[config.mk]
export PLATFORM = sky130hd
export DESIGN_NAME = iiitb_usr_seq
export DESIGN_NICKNAME = d
export VERILOG_FILES = /design/src/rtl/iiitb_usr_pkg.sv /design/src/rtl/iiitb_usr_cmd_fifo.sv /design/src/rtl/iiitb_usr_seq.sv
export SDC_FILE = /design/constraint.sdc
export NUM_CORES = 1
export LEC_CHECK = 0
export ABC_CLOCK_PERIOD_IN_PS = 2800
export CORE_AREA = 2 2 61 63
export CTS_BUF_LIST = sky130_fd_sc_hd__clkbuf_16
export CTS_CLUSTER_SIZE = 12
export DETAILED_ROUTE_END_ITERATION = 8
export DIE_AREA = 0 0 63 65
export PLACE_DENSITY_LB_ADDON = 0.12
export SLEW_MARGIN = 20
export SYNTH_ARGS = -nofsm -noshare
export SYNTH_HDL_FRONTEND = slang
export SYNTH_HIERARCHICAL = 1
export SYNTH_SLANG_ARGS = --single-unit
[constraint.sdc]
create_clock -name clock -period 2.8 [get_ports clock]
set_input_delay 0.56 -clock clock [delete_from_list [all_inputs] [get_ports clock]]
set_output_delay 0.56 -clock clock [all_outputs]
set_load 0.01 [all_outputs]
[src/rtl/iiitb_usr_pkg.sv]
// Shared encodings for the shift-register command sequencer.
// Latency: n/a (constants and types only).
// Backpressure: n/a.
//
// Contents: select encodings, sequencer FSM state type, command FIFO depth.
package iiitb_usr_pkg;

    localparam logic [1:0] SEL_LEFT  = 2'b00;
    localparam logic [1:0] SEL_RIGHT = 2'b01;
    localparam logic [1:0] SEL_LOAD  = 2'b10;
    localparam logic [1:0] SEL_HOLD  = 2'b11;

    localparam int FIFO_DEPTH = 4;

    typedef enum logic [1:0] {
        IDLE = 2'd0,
        RUN  = 2'd1,
        DONE = 2'd2
    } state_t;

endpackage

[src/rtl/iiitb_usr_cmd_fifo.sv]
// Small command FIFO holding {op, count, data} words ahead of the sequencer FSM.
// Latency: a word written at edge N is visible on o_dat (o_empty=0) right after edge N.
// Backpressure: writes while full and reads while empty are ignored; o_full is registered state.
//
// Ports: clock, clear (async active-high), i_wr/i_dat write side,
//        i_rd/o_dat read side (show-ahead), o_full, o_empty.
module iiitb_usr_cmd_fifo
    import iiitb_usr_pkg::*;
#(
    parameter int DW    = 14,
    parameter int DEPTH = FIFO_DEPTH
) (
    input  logic          clock,
    input  logic          clear,
    input  logic          i_wr,
    input  logic [DW-1:0] i_dat,
    input  logic          i_rd,
    output logic [DW-1:0] o_dat,
    output logic          o_full,
    output logic          o_empty
);

    localparam int AW = $clog2(DEPTH);

    logic [DW-1:0] r_mem [DEPTH];
    logic [AW-1:0] r_wr_ptr;
    logic [AW-1:0] r_rd_ptr;
    logic [AW:0]   r_count;
    logic          w_wr;
    logic          w_rd;

    assign o_full  = (r_count == (AW+1)'(DEPTH));
    assign o_empty = (r_count == '0);
    assign w_wr    = i_wr && !o_full;
    assign w_rd    = i_rd && !o_empty;
    assign o_dat   = r_mem[r_rd_ptr];

    always_ff @(posedge clock or posedge clear) begin
        if (clear) begin
            r_wr_ptr <= '0;
            r_rd_ptr <= '0;
            r_count  <= '0;
        end else begin
            if (w_wr) r_wr_ptr <= r_wr_ptr + AW'(1);
            if (w_rd) r_rd_ptr <= r_rd_ptr + AW'(1);
            case ({w_wr, w_rd})
                2'b10:   r_count <= r_count + (AW+1)'(1);
                2'b01:   r_count <= r_count - (AW+1)'(1);
                default: r_count <= r_count;
            endcase
        end
    end

    // Storage needs no reset: emptiness is tracked by the pointers/count.
    always_ff @(posedge clock) begin
        if (w_wr) r_mem[r_wr_ptr] <= i_dat;
    end

endmodule

[src/rtl/iiitb_usr_seq.sv]
// Command sequencer driving a universal shift register's select/data_in for N cycles per command.
// Latency: RUN starts on the transfer edge (one edge later through the FIFO); done pulses after the last RUN cycle.
// Backpressure: cmd_ready only in IDLE, or !full when IIITB_USR_SEQ_FIFO_EN is defined.
//
// Ports: clock, clear (async active-high), cmd_valid/cmd_ready/cmd_op/cmd_count/cmd_data command
//        input; select/data_in registered shift-register drive; busy, done status.
// Build option: IIITB_USR_SEQ_FIFO_EN adds a 4-entry command FIFO in front of the FSM.
module iiitb_usr_seq
    import iiitb_usr_pkg::*;
#(
    parameter int MSB   = 8,
    parameter int CNT_W = 4
) (
    input  logic             clock,
    input  logic             clear,
    input  logic             cmd_valid,
    output logic             cmd_ready,
    input  logic [1:0]       cmd_op,
    input  logic [CNT_W-1:0] cmd_count,
    input  logic [MSB-1:0]   cmd_data,
    output logic [1:0]       select,
    output logic [MSB-1:0]   data_in,
    output logic             busy,
    output logic             done
);

    state_t             r_state;
    logic [1:0]         r_select;
    logic [MSB-1:0]     r_data;
    logic               r_busy;
    logic               r_done;
    logic [CNT_W-1:0]   r_cnt;

    logic               w_start;
    logic [1:0]         w_op;
    logic [CNT_W-1:0]   w_cnt;
    logic [MSB-1:0]     w_dat;

    // Load always runs once; a zero count on other ops still runs once.
    function automatic logic [CNT_W-1:0] eff_count(input logic [1:0] op, input logic [CNT_W-1:0] cnt);
        if (op == SEL_LOAD || cnt == '0) return CNT_W'(1);
        return cnt;
    endfunction

`ifdef IIITB_USR_SEQ_FIFO_EN
    localparam int EW = 2 + CNT_W + MSB;

    logic [EW-1:0] w_fifo_dat;
    logic          w_full;
    logic          w_empty;

    // Ready comes from the registered full flag, so a write into a full FIFO
    // is refused even if a pop happens on the same edge.
    assign cmd_ready = !w_full && !clear;
    assign w_start   = !w_empty && (r_state == IDLE || r_state == DONE);
    assign {w_op, w_cnt, w_dat} = w_fifo_dat;

    iiitb_usr_cmd_fifo #(
        .DW    (EW),
        .DEPTH (FIFO_DEPTH)
    ) u_cmd_fifo (
        .clock   (clock),
        .clear   (clear),
        .i_wr    (cmd_valid && cmd_ready),
        .i_dat   ({cmd_op, cmd_count, cmd_data}),
        .i_rd    (w_start),
        .o_dat   (w_fifo_dat),
        .o_full  (w_full),
        .o_empty (w_empty)
    );
`else
    assign cmd_ready = (r_state == IDLE) && !clear;
    assign w_start   = cmd_valid && cmd_ready;
    assign w_op      = cmd_op;
    assign w_cnt     = cmd_count;
    assign w_dat     = cmd_data;
`endif

    always_ff @(posedge clock or posedge clear) begin
        if (clear) begin
            r_state  <= IDLE;
            r_select <= SEL_HOLD;
            r_data   <= '0;
            r_busy   <= 1'b0;
            r_done   <= 1'b0;
            r_cnt    <= '0;
        end else begin
            r_done <= 1'b0;
            case (r_state)
                // Without the FIFO w_start can only be true in IDLE, so DONE
                // always falls back to IDLE in that build.
                IDLE, DONE: begin
                    if (w_start) begin
                        r_state  <= RUN;
                        r_select <= w_op;
                        r_data   <= w_dat;
                        r_busy   <= 1'b1;
                        r_cnt    <= eff_count(w_op, w_cnt);
                    end else begin
                        r_state  <= IDLE;
                    end
                end
                RUN: begin
                    r_cnt <= r_cnt - CNT_W'(1);
                    if (r_cnt == CNT_W'(1)) begin
                        r_state  <= DONE;
                        r_select <= SEL_HOLD;
                        r_busy   <= 1'b0;
                        r_done   <= 1'b1;
                    end
                end
                default: begin
                    r_state  <= IDLE;
                    r_select <= SEL_HOLD;
                    r_busy   <= 1'b0;
                end
            endcase
        end
    end

    assign select  = r_select;
    assign data_in = r_data;
    assign busy    = r_busy;
    assign done    = r_done;

endmodule
# Yosys cells after proc, flatten, opt, wreduce, memory -nomap -nowiden
# Cells that the tools add are included.
# W data, S select, Z words.
# word_totals
reg_bits	18
out_inout_bits	13
latchBits	0
in_bits	17
mem_bits_ro	0
ramBits	0
word_cells	42
mem_count	0
# classes
mul	0
muxes	18
shift	0
n_div	0
magnitude_cmp	0
bitwise_logic	0
eq_ne	6
reduce_logical	11
add_sub_neg	1
# op_table
op	count
$mux W4	3
$mux W1	8
$pmux W2 S2	2
$pmux W4 S2	1
$mux W2	3
$reduce_and A2 Y1	3
$eq A2 B2 Y1 const B	2
$eq A4 B1 Y1 const B	1
$logic_not A4 Y1	1
$ne A2 B2 Y1 const B	2
$sub A4 B1 Y4 const B	1
$eq A2 B1 Y1 const B	1
$logic_and A1 B1 Y1	2
$logic_not A2 Y1	1
$pmux W1 S2	1
$reduce_bool A2 Y1	1
$reduce_or A2 Y1	1
$logic_not A1 Y1	1
$logic_or A1 B1 Y1	1

# Depth between registers and ports, before layout
# logic_depth
word_depth	8
ltp_mapped	5
ltp_nobuf	5

# Worst setup path after synthesis
# OpenSTA, ideal clock, no wires.
# synth_path
path_kind	input to register
from	in clear
to	reg r_data[0] (netlist: data_in[0])
arrival_ps	1384
cell_stages	5
setup_ps	117
path_slack_ps	1300
required_ps	2683
path_buffers	2
path_cell_list	or4b_1 -> buf_2 -> buf_6 -> nand2_1 -> nand2_1
# synth_via
elab_chain_len	4
# synth_rtl
element	line_no	source
start, declared	iiitb_usr_seq.sv:15	input logic clear,
$logic_not A1 Y1 (no line)	-	
$logic_and A1 B1 Y1	iiitb_usr_seq.sv:72	assign cmd_ready = (r_state == IDLE) && !clear;
$logic_and A1 B1 Y1	iiitb_usr_seq.sv:73	assign w_start = cmd_valid && cmd_ready;
$reduce_and A2 Y1 (no line)	-	
end signal, assigned	iiitb_usr_seq.sv:96	r_data <= w_dat;
end, declared	iiitb_usr_seq.sv:29	logic [MSB-1:0] r_data;
# No other way between the ends.
# A chain may end at the register's enable or synchronous reset.

# Worst setup path in the final report
# layout_path
from	in clear
to	out cmd_ready
# layout_via
elab_chain_len	2
# layout_rtl
element	line_no	source
$logic_not A1 Y1 (no line)	-	
$logic_and A1 B1 Y1	iiitb_usr_seq.sv:72	
end, declared	iiitb_usr_seq.sv:17	output logic cmd_ready,
# No other way between the ends.

==> results.md <==
* Area of the multi-input gates at between 300 and 400 um^2
* Post-synth EDFFs at 0
* # fillers at roughly 370
* M1 WL at about 910 um
* TritonCTS clock tree: done
* Most frequent cells after synthesis: nand2_1, dfrtp_1, inv_1
* Final Max Tran Viols at 0
* P&R area growth vs syn at 50.2%
* Core ar. at around 0.0035 mm^2
* Post-CTS sizing at 0
* Final setup fails at 0
* Root Buffer: clkbuf_16
* Clock Tree Buf Depth at 2
* Status: complete, no violations
* Syn avg cell area at roughly 9.6 um^2
* Routed wire per std cell at 12.1 um
* Crit-path cells: clkdlybuf4s50_1, nor3_1, clkdlybuf4s50_1
* Final nets at between 100 and 150
* Asr flop ratio synth at 100%
* Netlist Area Pre-Place at 827 um^2
* Max incr delay on CP at around 0.57 ns
* Post-synth cell types at 25
* Power per cell area at 1020 mW/mm^2
* Gpl congestion at between 0.7 and 0.8
* Post-synth top area cell: dfrtp_1
* Setup TNS at 0 ns
* Final period utilization at between 80% and 90%
* Top cells by area, synth: dfrtp_1, nand2_1, dfstp_2
* Pre-antenna DRT Iters at 4
* Syn nets at around 110
* GRT Total Usage at between 10% and 20%
* Via count at just under 700
* FF+latch area at around 450 um^2
* Most used cell, CP: clkdlybuf4s50_1
* Largest net degree at the start of global routing at 19
* Starting Density at 23.7%
* Via/cell ratio at around 4.2
* Yosys Warn Count at 6
* Slowest CP cell: clkdlybuf4s50_1
* Initial DRC count at 13
* Final wirelength at 1990 um
* Max layer used: met4
* RSZ-0062 raised after global routing: false
* Die Ht at 65 um
* Initial antenna violation count at 0
* First-pass GRT wire length at between 3000 and 4000 um
* Post-synthesis sequential element count at 18
* Antenna Nets Post-Route at 0
* Critical Path Fanout Max at 4
* Clock slew at reported path FFs at 0.05 ns
* I/O pin count at 30
* Remaining global-route overflow at 0
* Max rail drop VDD at between 0.3 and 0.4 mV
* CP startpoint kind: input pin
* Layout cells sized above 1 at about 7.7%
* Gate Count Post-Synth at 86
* Vias in the first global route at between 700 and 800
* ANT cells at 0
* Fin. Hold Viols at 0
* Std-Cell Rows at 22
* Clock Skew at roughly 0.0021 ns
* Setup bufs post-CTS at 0
* CP required at ~2.2 ns
* Min Tclk post-route at ~2.4 ns
* H-tree depth at 1
* Die width at about 63 um
* Sink Count at 18
* Cell with the most instances after synthesis: nand2_1
* Max-Cap Viols at 0
* Later-pin clock latency in the skew report at between 0.2 and 0.3 ns
* Cts hold-fix bufs at 0
* LEAKAGE at 0.568 nW
* Buf/Inv on CP at 2
* Worst hold path type: reg -> reg
* Final Power at 1.27 mW
* DIE AREA at a little over 0.004 mm^2
* Post-detail-place hpwl at around 1500 um
* Max Fclk at around 420 MHz
* Crit path DAT at between 1.5 and 2 ns
* Critical Path End Type: output port
* Worst slew pin tran at a little over 0.7 ns
* DRC viols at 0
* PortBufs at 29
* Worst path top cell family by delay: buffers and inverters
* Met2 WL at 965 um
* Path type of the worst setup path: in -> out
* Post-synthesis sequential area ratio at 54.8%
* Top_reg_cell synth: dfrtp_1
* Top-area cell type share of the netlist area at approximately 48%
* Max-slew headroom at 51.7%
* CTS Buf Count at 3
* Met3 wire len at between 80 and 90 um
[cell usage in the layout (no fill, tap or decap), types with 2 or more instances in the layout]
master,netlist,routed
a21oi_1,4,4
o211ai_1,2,2
nor2_1,5,5
dfstp_2,2,2
clkdlybuf4s50_1,0,29
dfrtp_1,16,16
nand3_1,4,4
nor3_1,3,3
clkbuf_16,0,3
ha_1,2,2
nand2_1,26,26
inv_1,6,6
[cells by family after synthesis]
| family | Yosys count | share of synthesized area (%) |
|---|---|---|
| flip-flops | 18 | 54.8 |
| buffers and inverters | 9 | 5.29 |
| AND/OR/NAND/NOR | 46 | 27.5 |
| AO/OA/AOI/OAI | 11 | 9.38 |
| adder cells (fa/ha/maj) | 2 | 3.03 |
[per-stage QoR]
step / worst slack, ns / hold slack (ns) / area [um^2] / utilization [%] / std cells
floorplan: 1.30 / 0.452 / 827 / - / 86
detailed placement: 0.438 / 0.450 / 1160 / 33.3 / 161
global placement: 0.487 / 0.450 / 1160 / 33.3 / 161
CTS: 0.437 / 0.459 / 1240 / 35.5 / 165
finish: 0.443 / 0.456 / 1240 / 35.5 / 165
global route: 0.389 / 0.473 / 1240 / 35.5 / 165
[state kept, by name, indices dropped and copies added, names as in the netlist]
register	cells
busy	1
data_in	8
done	1
r_cnt	4
r_state	2
select	2
[report_power, final]
| part | switching (mW) | total, mW | internal, mW |
|---|---|---|---|
| combinational | 0.230 | 0.504 | 0.275 |
| sequential | 0.0901 | 0.480 | 0.390 |
| clock | 0.0992 | 0.289 | 0.190 |
| total | 0.419 | 1.27 | 0.854 |
[worst reg2reg max path: cells and delay by family (launching register included)]
| family | cells | cell delay [ns] |
|---|---|---|
| AND/OR/NAND/NOR | 1 | 0.80 |
| flip-flops | 1 | 0.48 |
| AO/OA/AOI/OAI | 2 | 0.28 |
[layer usage]
metal	global-route usage (%)	vias up
met5	0	-
met4	5.83	0
met3	2.95	2
met2	18.1	16
met1	13.7	323
li1	-	347
[worst paths after layout]
check	to	cells past startpoint	slack [ns]	start
worst min-delay path	select[1]	2	0.46	select[1]
worst max-delay path	cmd_ready	3	0.44	clear
min in group asynchronous	r_state[1]	2	0.87	clear
worst max register to register	r_cnt[3]	3	1.10	r_state[0]
max in group asynchronous	data_in[5]	2	1.47	clear
worst min register to register	select[1]	2	0.46	select[1]
[layout make-up]
type	count	area share [%]
clock buffers	3	6.04
multi-input cells	59	26.6
repair buffers	30	24.0
well taps	48	4.83
clock inverters	1	0.302
flip-flops and latches	18	36.5
inverters	6	1.81
Note: power is estimated with default switching activity, not from simulation.
